===== src/rtl/mem_port_arbiter_pkg.sv =====
// Shared constants for the IF/MEM memory-port arbiter: FSM encodings,
// grant identifiers and helpers that size the latched request bundle.
package mem_port_arbiter_pkg;

  typedef logic [2:0] state_t;

  localparam state_t ST_IDLE   = 3'd0;
  localparam state_t ST_I_ADDR = 3'd1;
  localparam state_t ST_I_WAIT = 3'd2;
  localparam state_t ST_D_ADDR = 3'd3;
  localparam state_t ST_D_WAIT = 3'd4;
  localparam state_t ST_RESP   = 3'd5;

  localparam logic GRANT_INST = 1'b0;
  localparam logic GRANT_DATA = 1'b1;

  function automatic int strb_w(input int dw);
    return dw / 8;
  endfunction

  // Bundle layout is {wr, wstrb, addr, wdata}.
  function automatic int req_bundle_w(input int aw, input int dw);
    return 1 + dw / 8 + aw + dw;
  endfunction

endpackage


===== src/rtl/mem_port_arbiter_arb_pick.sv =====
// Combinational grant selection between the IF and MEM requesters.
// Kept separate so a later cached/uncached port split can reuse it.
module arb_pick
  import mem_port_arbiter_pkg::*;
#(
  parameter bit RR_EN = 1'b1
) (
  input  logic inst_req,
  input  logic data_req,
  input  logic last_grant,
  output logic grant_valid,
  output logic grant_sel
);

  always_comb begin
    grant_valid = inst_req | data_req;
    grant_sel   = GRANT_DATA;
    if (inst_req && !data_req) begin
      grant_sel = GRANT_INST;
    end else if (inst_req && data_req && RR_EN) begin
      // Contention under round-robin: favour whoever was not served last.
      grant_sel = ~last_grant;
    end
  end

endmodule


===== src/rtl/mem_port_arbiter.sv =====
// Shares one SRAM-like port between instruction fetch and the MEM stage,
// sequencing address/data handshakes and pulsing data_ok on completion.
module mem_port_arbiter
  import mem_port_arbiter_pkg::*;
#(
  parameter int AW    = 32,
  parameter int DW    = 32,
  parameter bit RR_EN = 1'b1
) (
  input  logic            clk,
  input  logic            rst,
  input  logic            inst_req,
  input  logic [AW-1:0]   inst_addr,
  output logic [DW-1:0]   inst_rdata,
  output logic            inst_data_ok,
  input  logic            data_req,
  input  logic            data_wr,
  input  logic [DW/8-1:0] data_wstrb,
  input  logic [AW-1:0]   data_addr,
  input  logic [DW-1:0]   data_wdata,
  output logic [DW-1:0]   data_rdata,
  output logic            data_data_ok,
  output logic            mem_req,
  output logic            mem_wr,
  output logic [DW/8-1:0] mem_wstrb,
  output logic [AW-1:0]   mem_addr,
  output logic [DW-1:0]   mem_wdata,
  input  logic            mem_addr_ok,
  input  logic            mem_data_ok,
  input  logic [DW-1:0]   mem_rdata,
  output logic            stallreq_if,
  output logic            stallreq_mem
);

  localparam int SW = strb_w(DW);
  localparam int BW = req_bundle_w(AW, DW);

  state_t          state_reg;
  state_t          state_next;
  logic            last_grant_reg;
  logic [BW-1:0]   bundle_reg;
  logic [BW-1:0]   grant_bundle;
  logic [DW-1:0]   rdata_reg [2];
  logic            grant_valid;
  logic            grant_sel;
  logic            resp;

  arb_pick #(.RR_EN(RR_EN)) u_pick (
    .inst_req    (inst_req),
    .data_req    (data_req),
    .last_grant  (last_grant_reg),
    .grant_valid (grant_valid),
    .grant_sel   (grant_sel)
  );

  // Instruction fetches are always reads, so their write fields are zeroed.
  always_comb begin
    grant_bundle = {1'b0, {SW{1'b0}}, inst_addr, {DW{1'b0}}};
    if (grant_sel == GRANT_DATA) begin
      grant_bundle = {data_wr, data_wstrb, data_addr, data_wdata};
    end
  end

  always_comb begin
    state_next = state_reg;
    case (state_reg)
      ST_IDLE: begin
        if (grant_valid) begin
          state_next = (grant_sel == GRANT_DATA) ? ST_D_ADDR : ST_I_ADDR;
        end
      end
      ST_I_ADDR: if (mem_addr_ok) state_next = ST_I_WAIT;
      ST_D_ADDR: if (mem_addr_ok) state_next = ST_D_WAIT;
      ST_I_WAIT, ST_D_WAIT: if (mem_data_ok) state_next = ST_RESP;
      default: state_next = ST_IDLE;
    endcase
  end

  always_ff @(posedge clk) begin
    if (rst) begin
      state_reg      <= ST_IDLE;
      last_grant_reg <= GRANT_INST;
      bundle_reg     <= '0;
    end else begin
      state_reg <= state_next;
      if (state_reg == ST_IDLE && grant_valid) begin
        last_grant_reg <= grant_sel;
        bundle_reg     <= grant_bundle;
      end
    end
  end

  // Index 0 holds the IF word, index 1 the MEM word; each only updates on its own completion.
  genvar gi;
  generate
    for (gi = 0; gi < 2; gi++) begin : g_rdata
      localparam state_t WAIT_ST = (gi == 0) ? ST_I_WAIT : ST_D_WAIT;
      always_ff @(posedge clk) begin
        if (rst) begin
          rdata_reg[gi] <= '0;
        end else if (state_reg == WAIT_ST && mem_data_ok) begin
          rdata_reg[gi] <= mem_rdata;
        end
      end
    end
  endgenerate

  assign mem_req = (state_reg == ST_I_ADDR) || (state_reg == ST_D_ADDR);
  assign {mem_wr, mem_wstrb, mem_addr, mem_wdata} = bundle_reg;

  assign resp         = (state_reg == ST_RESP);
  assign inst_data_ok = resp && (last_grant_reg == GRANT_INST);
  assign data_data_ok = resp && (last_grant_reg == GRANT_DATA);
  assign inst_rdata   = rdata_reg[0];
  assign data_rdata   = rdata_reg[1];

  assign stallreq_if  = inst_req & ~inst_data_ok;
  assign stallreq_mem = data_req & ~data_data_ok;

endmodule


===== config.mk =====
export PLATFORM = sky130hd
export DESIGN_NAME = mem_port_arbiter
export DESIGN_NICKNAME = d
export VERILOG_FILES = /design/src/rtl/mem_port_arbiter_pkg.sv /design/src/rtl/mem_port_arbiter_arb_pick.sv /design/src/rtl/mem_port_arbiter.sv
export SDC_FILE = /design/constraint.sdc
export NUM_CORES = 1
export LEC_CHECK = 0
export ABC_AREA = 1
export CORE_MARGIN = 1
export CORE_UTILIZATION = 25
export CTS_BUF_LIST = sky130_fd_sc_hd__clkbuf_4
export DETAILED_ROUTE_END_ITERATION = 7
export SYNTH_ARGS = -nofsm -noshare
export SYNTH_HDL_FRONTEND = slang
export SYNTH_SLANG_ARGS = --single-unit
export TNS_END_PERCENT = 50

===== constraint.sdc =====
create_clock -name clk -period 4.1 [get_ports clk]
set_clock_uncertainty 0.1 [all_clocks]
set_input_delay 1.23 -clock clk [delete_from_list [all_inputs] [get_ports clk]]
set_output_delay 1.23 -clock clk [all_outputs]
set_load 0.01 [all_outputs]

==> results of run 1 <==
cells in the final DEF, fill, tap and decap left out, drive strengths merged, types with 17 or more instances in the layout:
cell           count
edfxtp            64
nand2             88
o21ai             37
nor2              77
nand3             40
a21oi            103
clkbuf            17
clkdlybuf4s50    276
dfxtp             73
inv               51
cell families (layout without fill, tap and decap cells):
family | Yosys count | after routing | share of synthesized area (%)
DFF | 137 | 137 | 64.3
and+or+nand+nor | 207 | 207 | 16.0
AOI/OAI and AO/OA | 140 | 140 | 13.3
buffers and inverters | 82 | 363 | 6.42
other | 0 | 1 | 0
cells in the mapped netlist:
master      n
nor2_2      1
nor2_4      1
nor2_1     75
edfxtp_1   64
a21oi_1   103
nand2_1    88
o21ai_1    16
o21ai_0    21
inv_2       3
buf_1       1
nor3_1      1
nand4_1     1
buf_4       2
inv_1      41
nand3_1    40
clkbuf_1   17
buf_2      18
dfxtp_1    73
metrics by stage:
stage | hold WS, ns | utilization [%]
floorplan | 0.353 | -
global placement | 0.351 | 40.7
detailed placement | 0.355 | 40.7
CTS | 0.374 | 42.1
global route | 0.385 | 42.1
finish | 0.372 | 42.1
worst min-delay path by stage:
stage                     cells after the start                     endpoint  slack (ns)                         from
final                                         2   bundle_reg[5]$_SDFFE_PP0P_        0.37   bundle_reg[5]$_SDFFE_PP0P_
after global routing                          2   bundle_reg[1]$_SDFFE_PP0P_        0.38   bundle_reg[1]$_SDFFE_PP0P_
after CTS                                     2   bundle_reg[5]$_SDFFE_PP0P_        0.37   bundle_reg[5]$_SDFFE_PP0P_
after detailed placement                      2   bundle_reg[5]$_SDFFE_PP0P_        0.35   bundle_reg[5]$_SDFFE_PP0P_
after global placement                        2  bundle_reg[68]$_SDFFE_PP0P_        0.35  bundle_reg[68]$_SDFFE_PP0P_
after floorplan                               2  last_grant_reg$_SDFFE_PP0P_        0.35  last_grant_reg$_SDFFE_PP0P_
report_power, final:
group	leakage (nW)	internal [W]	total (W)	switching, W
logic	1.88	0.000857	0.00175	0.000897
registers	1.27	0.00177	0.00192	0.000147
clock network	0.140	0.000325	0.000907	0.000582
total	3.28	0.00295	0.00458	0.00163
area by class of cell:
class | count | area, sq um | share of cell area (%)
diodes | 1 | 2.50 | 0.0291
clock buffers | 17 | 128 | 1.48
clock inverters | 15 | 161 | 1.88
inverters | 44 | 165 | 1.92
multi-input cells | 347 | 1560 | 18.1
flip-flops and latches | 137 | 3380 | 39.3
well taps | 270 | 338 | 3.92
repair buffers | 287 | 2870 | 33.3
critical path, delay by kind of cell:
family | cells | cell delay, ns
buf+inv | 3 | 1.14
compound gates | 1 | 0.11
per-layer routing:
metal	up-vias	global-route usage [%]	part of all wire [%]
met4	0	5.82	1.6
met2	204	25.5	47
met1	2222	18.6	43
li1	2422	-	-
met5	-	0	0
met3	17	5.90	8.6
==> summary.txt, run 1 <==
Timing
  • Fin. max-slew vios: 0
  • Min Tclk post-route: 3.82 ns
  • Final setup viols: 0
  • Max frequency: 262 MHz
  • Least-Margin Pin Slew: 0.775 ns
  • Slew HR: 48.4%
  • Final WS setup: 0.280 ns
  • Unrepaired setup endpoints after global routing: no
  • Fin crit share: 93.2%
  • Final setup TNS: 0 ns
  • Final hold vios: 0

Clocking
  • Total CTS buffers: 17
  • Worst-Skew Late Latency: 0.53 ns
  • Post-CTS setup buffers: 0
  • Clock Pin Slew Worst Setup and Hold Paths: 0.12 ns
  • Max clock buf depth: 2
  • Cts hold-fix bufs: 0
  • CTS tree: done
  • Root buffer cell: clkbuf_4
  • H-tree lvl count: 4
  • CTS sink count: 137
  • Resized Gates After CTS: 0

Synth
  • Syn Std Cell Area: 0.00526 sq mm
  • Post-synthesis sequential area ratio: 64.3%
  • Post-Synthesis Cells: 566
  • Synth top area share: 36.5%
  • Syn Nets: 705
  • Synth Register Bits: 137
  • Number of synthesis warnings: 0
  • Unique masters post-synth: 18
  • Dominant cell type by area after synthesis: edfxtp_1
  • Syn avg cell area: 9.30 sq um
  • Synth area leaders: edfxtp_1, dfxtp_1, a21oi_1

Route
  • Post-route ant nets: 0
  • 1st-pass router iterations: 5
  • Vias/cell: 4.35
  • Vias after detailed routing: 4,865
  • Post-Route WL: 16.7 mm
  • WL/cell: 14.9 um
  • Initial DRC Count: 223
  • DRC Markers: 0

Floorplanning
  • Effective utilization at floorplan: 25.8%
  • Die width: 147 um
  • Die area: 0.0216 sq mm
  • # rows: 52
  • Height of the die: 147 um
  • CORE AREA: 0.0204 sq mm
  • Ports: 277

Final layout
  • Final #Nets: 973
  • Area Growth Syn to Fin: 63.6%
  • Ratio of cells with drive above 1 in the final layout: 6.02%
  • Layout fillers: 2,045
  • Layout Cells excl Fill: 1,118
  • Design area: 0.00861 sq mm
  • Number of flip-flops in the largest register: 69

GRT
  • Vias in the first global route: 4,819
  • Initial antenna violation count: 1
  • Remaining Overflow, GRT: 0
  • First-pass GRT wire length: 26.1 mm
  • Largest net degree at the start of global routing: 71
  • Total track usage: 15.6%

Worst setup path
  • Worst setup endpoint: stallreq_mem
  • CP most frequent cell: clkdlybuf4s50_1
  • Crit path kind: input port to output port
  • Crit-path slowest cell: clkdlybuf4s50_1
  • CP Launch Point: data_req
  • Reg2reg path depth: 7
  • CP startpoint kind: input port
  • FF-to-FF Start: state_reg[2]$_SDFFE_PP0P_
  • CP endpoint kind: output port
  • CP required: 2.77 ns
  • Worst R2R Setup Slack: 2.20 ns
  • Data arrival time of the critical path: 2.49 ns
  • FF-to-FF End: bundle_reg[0]$_SDFFE_PP0P_
  • Crit path cell chain: clkdlybuf4s50_1 -> o21ai_0 -> inv_1 -> clkdlybuf4s50_1
  • Worst Path Max Fanout: 3
  • Slowest stage delay, CP: 0.55 ns

Pwr
  • Worst vdd ir: 0.291 mV
  • Total Power: 0.00458 W
  • Power per cell area: 532 mW/mm^2
  • Pleak: 3.28 nW

Outcome
  • Status: finished clean

Run
  • # Max-Cap Violations: 0

Placed design
  • GPL Wtd Cong: 0.753
  • HPWL after detailed placement: 11.3 mm
  • Dpl ws: 0.266 ns
  • Dpl cell area: 0.00832 sq mm
  • PortBufs: 276
  • Post-Place Cells: 1,085

Min path
  • Worst Hold Class: flip-flop to flip-flop
Note: power is estimated with default switching activity, not from simulation.
==> run 2: changes to the inputs <==
--- a/config.mk
+++ b/config.mk
@@ -7,9 +7,11 @@
 export LEC_CHECK = 0
 export ABC_AREA = 1
 export CORE_MARGIN = 1
-export CORE_UTILIZATION = 25
+export CORE_UTILIZATION = 37
 export CTS_BUF_LIST = sky130_fd_sc_hd__clkbuf_4
+export CTS_CLUSTER_DIAMETER = 120
 export DETAILED_ROUTE_END_ITERATION = 7
+export PLACE_DENSITY = 0.79
 export SYNTH_ARGS = -nofsm -noshare
 export SYNTH_HDL_FRONTEND = slang
 export SYNTH_SLANG_ARGS = --single-unit
==> summary.txt, run 2 (synthesis gave the netlist of run 1 again) <==
GRT
  • First-pass GRT wire length: 24.0 mm (-7.9%)
  • Total track usage: 21.6% (+6.0 points)
  • Remaining Overflow, GRT: 0 (unchanged)
  • Initial antenna violation count: 0 (-1)
  • Vias in the first global route: 4,720 (-2.1%)
  • Largest net degree at the start of global routing: 71 (unchanged)

Route
  • DRC Markers: 0 (unchanged)
  • Vias after detailed routing: 4,954 (+1.8%)
  • Post-Route WL: 15.8 mm (-5.7%)
  • Post-route ant nets: 0 (unchanged)
  • WL/cell: 15.3 um (+2.6%)
  • Vias/cell: 4.82 (+11%)
  • 1st-pass router iterations: 5 (unchanged)
  • Initial DRC Count: 303 (+36%)

Clocking
  • Total CTS buffers: 17 (unchanged)
  • CTS tree: done
  • CTS sink count: 137 (unchanged)
  • Root buffer cell: clkbuf_4
  • Post-CTS setup buffers: 0 (unchanged)
  • Max clock buf depth: 2 (unchanged)
  • Clock Pin Slew Worst Setup and Hold Paths: 0.12 ns (about the same)
  • Worst-Skew Late Latency: 0.54 ns (about the same)
  • Cts hold-fix bufs: 0 (unchanged)
  • H-tree lvl count: 4 (unchanged)
  • Resized Gates After CTS: 0 (unchanged)

Final layout
  • Finished Core Util: 61.2% (+19 points)
  • Area of the multi-input gates: 0.00155 sq mm (-0.48%)
  • Most common cell after layout, fill and taps aside: clkdlybuf4s50_1
  • Ratio of cells with drive above 1 in the final layout: 6.02% (unchanged)
  • Most frequent cells in the layout: clkdlybuf4s50_1, a21oi_1, nand2_1, nor2_1, dfxtp_1
  • Final #Nets: 973 (unchanged)
  • Layout fillers: 1,174 (-43%)
  • Area Growth Syn to Fin: 61.3%
  • Register area: 0.00338 sq mm (unchanged)
  • Number of flip-flops in the largest register: 69 (unchanged)

Min path
  • Hold Startpoint: bundle_reg[10]$_SDFFE_PP0P_
  • Hold endpoint: bundle_reg[10]$_SDFFE_PP0P_
  • Hold Crit Depth: 2 (unchanged)
  • Worst Hold Class: flip-flop to flip-flop

Timing
  • Min Tclk post-route: 3.91 ns (+0.0871 ns)
  • Slew HR: 49.5% (+1.1 points)
  • Max frequency: 256 MHz (-2.2%)
  • Fin crit share: 95.3% (+2.1 points)
  • Final hold vios: 0 (unchanged)
  • Final setup viols: 0 (unchanged)
  • Final WS setup: 0.192 ns (-0.0871 ns)
  • Fin. max-slew vios: 0 (unchanged)
  • Unrepaired setup endpoints after global routing: no
  • Least-Margin Pin Slew: 0.758 ns (-0.0165 ns)

Pwr
  • Switching power of the nets: 0.00155 W (-4.7%)
  • Pleak: 3.29 nW (+0.28%)
  • Clock share of power: 20.7% (+0.9 points)
  • Sw frac: 33.7% (-1.9 points)
  • Worst vdd ir: 0.333 mV (+15%)
  • Power per cell area: 542 mW/mm^2 (+2.0%)
  • Internal power: 0.00305 W (+3.5%)
  • Sequential share of power: 41.8% (about the same)
  • Combinational Power Share: 37.5% (-0.8 points)

Worst setup path
  • FF-to-FF End: bundle_reg[11]$_SDFFE_PP0P_
  • CP startpoint kind: input port
  • Worst Path Max Fanout: 3 (unchanged)
  • Crit path kind: input port to output port
  • CP Launch Point: inst_req
  • Worst R2R Setup Slack: 2.11 ns (-0.09 ns)
  • Data arrival time of the critical path: 2.58 ns (+0.09 ns)
  • Reg2reg path depth: 6 (-1)
  • CP endpoint kind: output port
  • FF-to-FF Start: state_reg[1]$_SDFFE_PP0P_
  • CP required: 2.77 ns (about the same)

Outcome
  • Status: finished clean

Run
  • # Max-Cap Violations: 0 (unchanged)

Floorplanning
  • Die width: 121 um (-18%)
  • CORE AREA: 0.0139 sq mm (-32%)
  • # rows: 43 (-17%)
  • Die area: 0.0147 sq mm (-32%)
  • Effective utilization at floorplan: 37.9% (+12 points)
  • Height of the die: 121 um (-18%)
  • Ports: 277 (unchanged)

Placed design
  • HPWL after detailed placement: 10.8 mm (-4.2%)
  • GPL Wtd Cong: 0.784 (+4.1%)
  • PortBufs: 276 (unchanged)
  • Dpl ws: 0.152 ns (-0.114 ns)
## run 2: changes by cell type in the layout (fill, tap and decap cells not counted), moves of 2 or more
cell and change:
inv_8 -3, bufinv_16 +2, clkinvlp_2 +2, clkinvlp_4 -3, clkinv_2 +2
## run 2: critical path: stages
cell and delay, ns:
clkdlybuf4s50_1 0.57, inv_1 0.06, nor2_1 0.14, clkdlybuf4s50_1 0.57
## run 2: power by group through the flow
stage | clock [W] | sequential, W | combinational, W
after CTS | 0.000984 | 0.00192 | 0.00174
final | 0.000954 | 0.00192 | 0.00173
after global routing | 0.00104 | 0.00195 | 0.00188
after detailed placement | 0 | 0.00195 | 0.00174
after floorplan | 0 | 0.00210 | 0.000644
after global placement | 0 | 0.00194 | 0.00172
## run 2: through the flow
step                      TNS, ns  hold slack (ns)  total power (W)  area [sq um]  cells
final                           0            0.370          0.00460          8490   1028
after detailed placement        0            0.355          0.00368          8180    995
after CTS                       0            0.373          0.00465          8490   1027
after global placement          0            0.351          0.00366          8180    995
after global routing            0            0.392          0.00487          8490   1027
after floorplan             -2.95            0.353          0.00274          5260    566
## run 2: final cells by class
class	count	share of cell area [%]
clock buffers	18	1.59
diodes	1	0.0295
clock inverters	14	1.99
well taps	180	2.65
flip-flops and latches	137	39.9
inverters	44	1.95
repair buffers	287	33.7
multi-input cells	347	18.3
## run 2: worst max-delay path by stage
stage | to | slack [ns] | cells past startpoint
3_5_place_dp | stallreq_if | 0.15 | 4
5_1_grt | stallreq_mem | 0.15 | 4
3_3_place_gp | stallreq_if | 0.11 | 4
6_report | stallreq_if | 0.19 | 4
4_1_cts | stallreq_if | 0.15 | 4
2_1_floorplan | rdata_reg[0][0]$_SDFFCE_PN0P_ | -0.05 | 2
## run 2: routing by layer
metal	track usage (%)	routed length, um
met1	23.5	5880
met2	36.8	7820
met4	10.6	385
met5	0	0
met3	7.99	1680
==> run 3: changes to the inputs <==
--- a/config.mk
+++ b/config.mk
@@ -12,6 +12,7 @@
 export CTS_CLUSTER_DIAMETER = 120
 export DETAILED_ROUTE_END_ITERATION = 7
 export PLACE_DENSITY = 0.79
+export SKIP_CTS_REPAIR_TIMING = 1
 export SYNTH_ARGS = -nofsm -noshare
 export SYNTH_HDL_FRONTEND = slang
 export SYNTH_SLANG_ARGS = --single-unit
==> results of run 3 <==
The final DEF is identical to that of run 2; final timing and power are the same.
